### src/rtl/i2s_audio_tx_if.sv
// Sample inputs and I2S pin outputs of the audio transmitter.
interface i2s_audio_tx_if #(
    parameter int unsigned DATA_W = 16
);
    logic [DATA_W-1:0] audio_left;
    logic [DATA_W-1:0] audio_right;
    logic              mute;
    logic              audio_mclk;
    logic              audio_lrck;
    logic              audio_sck;
    logic              audio_sdin;
    logic              sample_tick;

    // Upstream sample source: drives samples, observes pins and the frame tick.
    modport master (
        output audio_left, audio_right, mute,
        input  audio_mclk, audio_lrck, audio_sck, audio_sdin, sample_tick
    );

    // Transmitter side.
    modport slave (
        input  audio_left, audio_right, mute,
        output audio_mclk, audio_lrck, audio_sck, audio_sdin, sample_tick
    );
endinterface

### src/rtl/i2s_audio_tx.sv
// I2S transmitter: one free-running 9-bit frame counter yields MCLK (clk/4), SCK (clk/8) and
// LRCK (clk/512); stereo samples are captured together once per frame and shifted out MSB
// first with the standard one-slot I2S delay.
module i2s_audio_tx #(
    parameter int unsigned DATA_W = 16
) (
    input logic           clk,
    input logic           rst,
    i2s_audio_tx_if.slave bus
);
    logic [8:0]        cnt_q;
    logic [8:0]        cnt_d;
    logic [DATA_W-1:0] hold_left_q;
    logic [DATA_W-1:0] hold_right_q;
    logic              sdin_q;
    logic              sdin_d;
    logic              frame_end;
    logic [4:0]        slot;
    logic [31:0]       half_word;

    assign cnt_d     = cnt_q + 9'd1;
    assign frame_end = &cnt_q;
    // SDIN is prepared one cycle early, so the slot is taken from the upcoming count.
    assign slot      = cnt_d[7:3];

    // Lay out one half-frame as 32 slots (slot 0 in bit 31) and pick the upcoming slot's bit;
    // only refresh on the cycle that ends in an SCK falling edge.
    always_comb begin
        half_word = '0;
        half_word[30 -: DATA_W] = cnt_d[8] ? hold_right_q : hold_left_q;
        sdin_d = sdin_q;
        if (cnt_d[2:0] == 3'b000) begin
            sdin_d = half_word[~slot];
        end
    end

    // Frame counter, coherent stereo capture at frame end, and the registered SDIN bit.
    always_ff @(posedge clk or posedge rst) begin
        if (rst) begin
            cnt_q        <= '0;
            hold_left_q  <= '0;
            hold_right_q <= '0;
            sdin_q       <= 1'b0;
        end else begin
            cnt_q  <= cnt_d;
            sdin_q <= sdin_d;
            if (frame_end) begin
                hold_left_q  <= bus.mute ? '0 : bus.audio_left;
                hold_right_q <= bus.mute ? '0 : bus.audio_right;
            end
        end
    end

    assign bus.audio_mclk  = cnt_q[1];
    assign bus.audio_sck   = cnt_q[2];
    assign bus.audio_lrck  = cnt_q[8];
    assign bus.audio_sdin  = sdin_q;
    assign bus.sample_tick = frame_end;
endmodule

### src/flat_wrapper.sv
// flat-port wrapper written by rule: the top's interface ports become plain ports
module i2s_audio_tx_flat 
#(
    parameter int unsigned DATA_W = 16
)
  (clk, rst, bus_audio_left, bus_audio_right, bus_mute, bus_audio_mclk, bus_audio_lrck, bus_audio_sck, bus_audio_sdin, bus_sample_tick);
  i2s_audio_tx_if #(.DATA_W(DATA_W)) bus_i ();
  input logic clk;
  input logic rst;
  input wire logic [$bits(bus_i.audio_left)-1:0] bus_audio_left;
  input wire logic [$bits(bus_i.audio_right)-1:0] bus_audio_right;
  input wire logic [$bits(bus_i.mute)-1:0] bus_mute;
  output wire logic [$bits(bus_i.audio_mclk)-1:0] bus_audio_mclk;
  output wire logic [$bits(bus_i.audio_lrck)-1:0] bus_audio_lrck;
  output wire logic [$bits(bus_i.audio_sck)-1:0] bus_audio_sck;
  output wire logic [$bits(bus_i.audio_sdin)-1:0] bus_audio_sdin;
  output wire logic [$bits(bus_i.sample_tick)-1:0] bus_sample_tick;
  assign bus_i.audio_left = bus_audio_left;
  assign bus_i.audio_right = bus_audio_right;
  assign bus_i.mute = bus_mute;
  assign bus_audio_mclk = bus_i.audio_mclk;
  assign bus_audio_lrck = bus_i.audio_lrck;
  assign bus_audio_sck = bus_i.audio_sck;
  assign bus_audio_sdin = bus_i.audio_sdin;
  assign bus_sample_tick = bus_i.sample_tick;
  i2s_audio_tx #(.DATA_W(DATA_W)) u_core (.clk(clk), .rst(rst), .bus(bus_i));
endmodule
### config.mk
export PLATFORM = sky130hd
export DESIGN_NAME = i2s_audio_tx_flat
export DESIGN_NICKNAME = d
export VERILOG_FILES = /design/src/rtl/i2s_audio_tx_if.sv /design/src/rtl/i2s_audio_tx.sv /design/src/flat_wrapper.sv
export SDC_FILE = /design/constraint.sdc
export NUM_CORES = 1
export LEC_CHECK = 0
export ABC_AREA = 1
export BUFFER_PORTS_ARGS = -buffer_cell sky130_fd_sc_hd__buf_2
export CORE_UTILIZATION = 35
export DETAILED_ROUTE_END_ITERATION = 8
export HOLD_SLACK_MARGIN = 0.15
export PLACE_DENSITY_LB_ADDON = 0.1
export SLEW_MARGIN = 20
export SYNTH_ARGS = -nofsm -noshare
export SYNTH_HDL_FRONTEND = slang
export SYNTH_SLANG_ARGS = --single-unit
### constraint.sdc
create_clock -name clk -period 2.4 [get_ports clk]
set_input_delay 0.36 -clock clk [delete_from_list [all_inputs] [get_ports clk]]
set_output_delay 0.36 -clock clk [all_outputs]
set_load 0.005 [all_outputs]
==> results.sh <==
export IMPL_multi_input_area_um2=844.6
export IMPL_hold_viol_final=0
export IMPL_cp_required_ps=2590
export IMPL_antenna_found_initial=0
export IMPL_syn_num_nets=312
export IMPL_synth_area_top_cells="dfrtp_1, nand3_1, o21ai_0"
export IMPL_period_minus_slack_ps=2018
export IMPL_r2r_setup_slack_ps=380
export IMPL_path_max_fanout=32
export IMPL_status="finished clean"
export IMPL_drt_iter0_markers=99
export IMPL_grt_pass1_wl_um=8107
export IMPL_core_area_um2=5886
export IMPL_crit_top_cell="nand2_1"
export IMPL_seq_area_um2=1051
export IMPL_post_cts_buffers=0
export IMPL_insertion_delay_ps=290
export IMPL_end_kind="flop"
export IMPL_maxSlewViolCount=0
export IMPL_cts_tree="yes"
export IMPL_htreeDepth=2
export IMPL_post_drt_via_cell_ratio=4.568
export IMPL_power_density_nw_per_um2=481.0
export IMPL_ant_nets=0
export IMPL_ioPinCount=40
export IMPL_maxCapViolCount=0
export IMPL_slew_headroom_pct=64.72
export IMPL_r2r_start="u_core.cnt_q[1]$_DFF_PP0_"
export IMPL_dieArea_um2=6415
export IMPL_grt_util_all_layers_pct=16.61
export IMPL_avgSynthCellArea_um2=7.790
export IMPL_hpwl_um=3365
export IMPL_fin_nets=353
export IMPL_cts_resized=0
export IMPL_start_util_pct=36.27
export IMPL_vdd_drop_max_mv=0.2433
export IMPL_hold_ws_ps=173.2
export IMPL_cp_arrival_ps=2210
export IMPL_rows=28
export IMPL_cts_buffers=5
export IMPL_tns_ps=0
export IMPL_num_antenna_cells=0
export IMPL_path_class="reg2reg"
export IMPL_tightest_slew_ps=529.2
export IMPL_synth_distinct_cells=22
export IMPL_r2r_cells=15
export IMPL_crit_chain="ha_1 -> nand3_1 -> nor2_1 -> ha_4 -> nor2_1 -> a21oi_1 -> nand2_1 -> nand3_1 -> nand2_1 -> nand2_1 -> nand2_1 -> nor2_1 -> nand2_1 -> nand2_1 -> nand2_1"
export IMPL_clk_path_buf_depth=2
export IMPL_synth_area_um2=2135
export IMPL_setup_viol=0
export IMPL_first_pass_iters=4
export IMPL_dieHeight_um=80.10
export IMPL_avgRoutedWirePerCell_um=11.59
export IMPL_cts_hold_buf=0
export IMPL_die_w_um=80.10
export IMPL_synth_top_area_cell="dfrtp_1"
export IMPL_gp_congestion=0.7957
export IMPL_clock_sinks=42
export IMPL_drive_above_1_share_pct=22.15
export IMPL_r2r_end="u_core.bus.audio_sdin$_DFFE_PP0N_"
export IMPL_skew_ps=2.406
export IMPL_drc=0
export IMPL_via_count=1786
export IMPL_crit_start="u_core.cnt_q[1]$_DFF_PP0_"
export IMPL_start_kind="flop"
export IMPL_syn_to_final_growth_pct=18.82
export IMPL_wl_um=4531
export IMPL_root_buffer="clkbuf_8"
export IMPL_grt_setup_unrepaired="false"
export IMPL_path_clk_slew_ps=80
export IMPL_timing_fmax_mhz=495.7
export IMPL_yosysSeqAreaShare_pct=49.24
export IMPL_ys_warnings_count=0
export IMPL_grt_ovfl_total=0
export IMPL_synth_top_area_share_pct=49.24
export IMPL_fill_cells=641
export IMPL_grt_max_degree=43
export IMPL_cpPeakStageDelay_ps=440
export IMPL_grt_pass1_vias=1732
export IMPL_netlist_instances=274
export IMPL_crit_family="simple AND/OR/NAND/NOR gates"
export IMPL_cp_slowest_cell="ha_4"
export IMPL_min_period_over_period_pct=84.06
export IMPL_numPortBuffers=39
export IMPL_min_path_type="in2async"
export IMPL_synth_seq_cells=42
export IMPL_path_buf_inv=0
export IMPL_p_leak_nw=1.323
cell families (layout without fill, tap and decap cells):
family,count (synthesis),after routing,synth area share [%]
and+or+nand+nor,117,117,26.03
buffers and inverters,65,107,11.78
AOI/OAI and AO/OA,47,47,11.20
DFF,42,42,49.24
adders and majority gates,3,3,1.759
cell type report:
type	instances	share of cell area, %
Tap cell	75	3.700
Multi-Input combinational cell	167	33.30
Inverter	52	7.893
Clock buffer	7	3.404
Sequential cell	42	41.44
Timing Repair Buffer	47	10.06
Clock inverter	1	0.1973
through the flow:
step	area, µm²	total power [mW]	util (%)	std cells	worst slack [ps]
final	2536	1.220	43.09	391	382.5
after global placement	2435	0.7718	41.37	383	189.9
after global routing	2536	1.282	43.09	391	72.97
after floorplan	2135	0.7389	-	274	322.7
after CTS	2526	1.240	42.92	391	169.2
after detailed placement	2435	0.7727	41.37	383	188.0
state kept, by name, indices dropped and copies added (netlist names):
signal	cells
u_core.bus.audio_sdin	1
u_core.cnt_q	9
u_core.hold_left_q	16
u_core.hold_right_q	16
cells in the mapped netlist (all sizes together):
master,count
buf,4
a21oi,8
nand2,44
clkinv,2
nor2,15
inv,50
nand4,3
clkbuf,9
nand3,55
dfrtp,42
o21ai,39
ha,3
power breakdown:
part	internal (mW)	total (mW)	switching, mW
Sequential	0.707	0.707	0
Combinational	0.0211	0.0491	0.0281
Clock	0.232	0.464	0.232
Total	0.960	1.22	0.260
how the worst max path moves through the flow:
stage	to	cells past startpoint
CTS	u_core.bus.audio_sdin$_DFFE_PP0N_	15
floorplan	u_core.bus.audio_sdin$_DFFE_PP0N_	16
global route	u_core.bus.audio_sdin$_DFFE_PP0N_	17
global placement	u_core.bus.audio_sdin$_DFFE_PP0N_	15
detailed placement	u_core.bus.audio_sdin$_DFFE_PP0N_	15
finish	u_core.bus.audio_sdin$_DFFE_PP0N_	15
routing by layer:
| layer | vias up | track usage (%) | wire, µm |
|---|---|---|---|
| met3 | 5 | 3.409 | 120 |
| met2 | 25 | 25.81 | 2018 |
| li1 | 958 | - | - |
| met1 | 798 | 23.01 | 2341 |
| met5 | - | 0 | 0 |
| met4 | 0 | 5.536 | 51 |
cell usage in the layout, fill, tap and decap left out:
| cell type | count |
|---|---|
| clkinv_1 | 1 |
| nor2_1 | 14 |
| o21ai_1 | 4 |
| nand2_1 | 39 |
| clkinv_4 | 1 |
| a21oi_2 | 1 |
| nand2_2 | 4 |
| inv_2 | 5 |
| ha_4 | 1 |
| buf_4 | 8 |
| nand3_2 | 1 |
| nand4_4 | 1 |
| nand2_4 | 1 |
| nand3_1 | 54 |
| a21oi_1 | 7 |
| buf_2 | 39 |
| nand4_1 | 2 |
| o21ai_0 | 35 |
| clkbuf_8 | 6 |
| nor2_2 | 1 |
| ha_1 | 2 |
| clkinv_2 | 1 |
| clkbuf_1 | 1 |
| inv_1 | 45 |
| dfrtp_1 | 42 |
worst register-to-register path, stage by stage, from the launching register on:
cell	delay, ps
dfrtp_1	380
ha_1	210
nand3_1	110
nor2_1	80
ha_4	440
nor2_1	90
a21oi_1	120
nand2_1	60
nand3_1	60
nand2_1	50
nand2_1	50
nand2_1	40
nor2_1	80
nand2_1	50
nand2_1	50
nand2_1	40
Note: power is estimated with default switching activity, not from simulation.
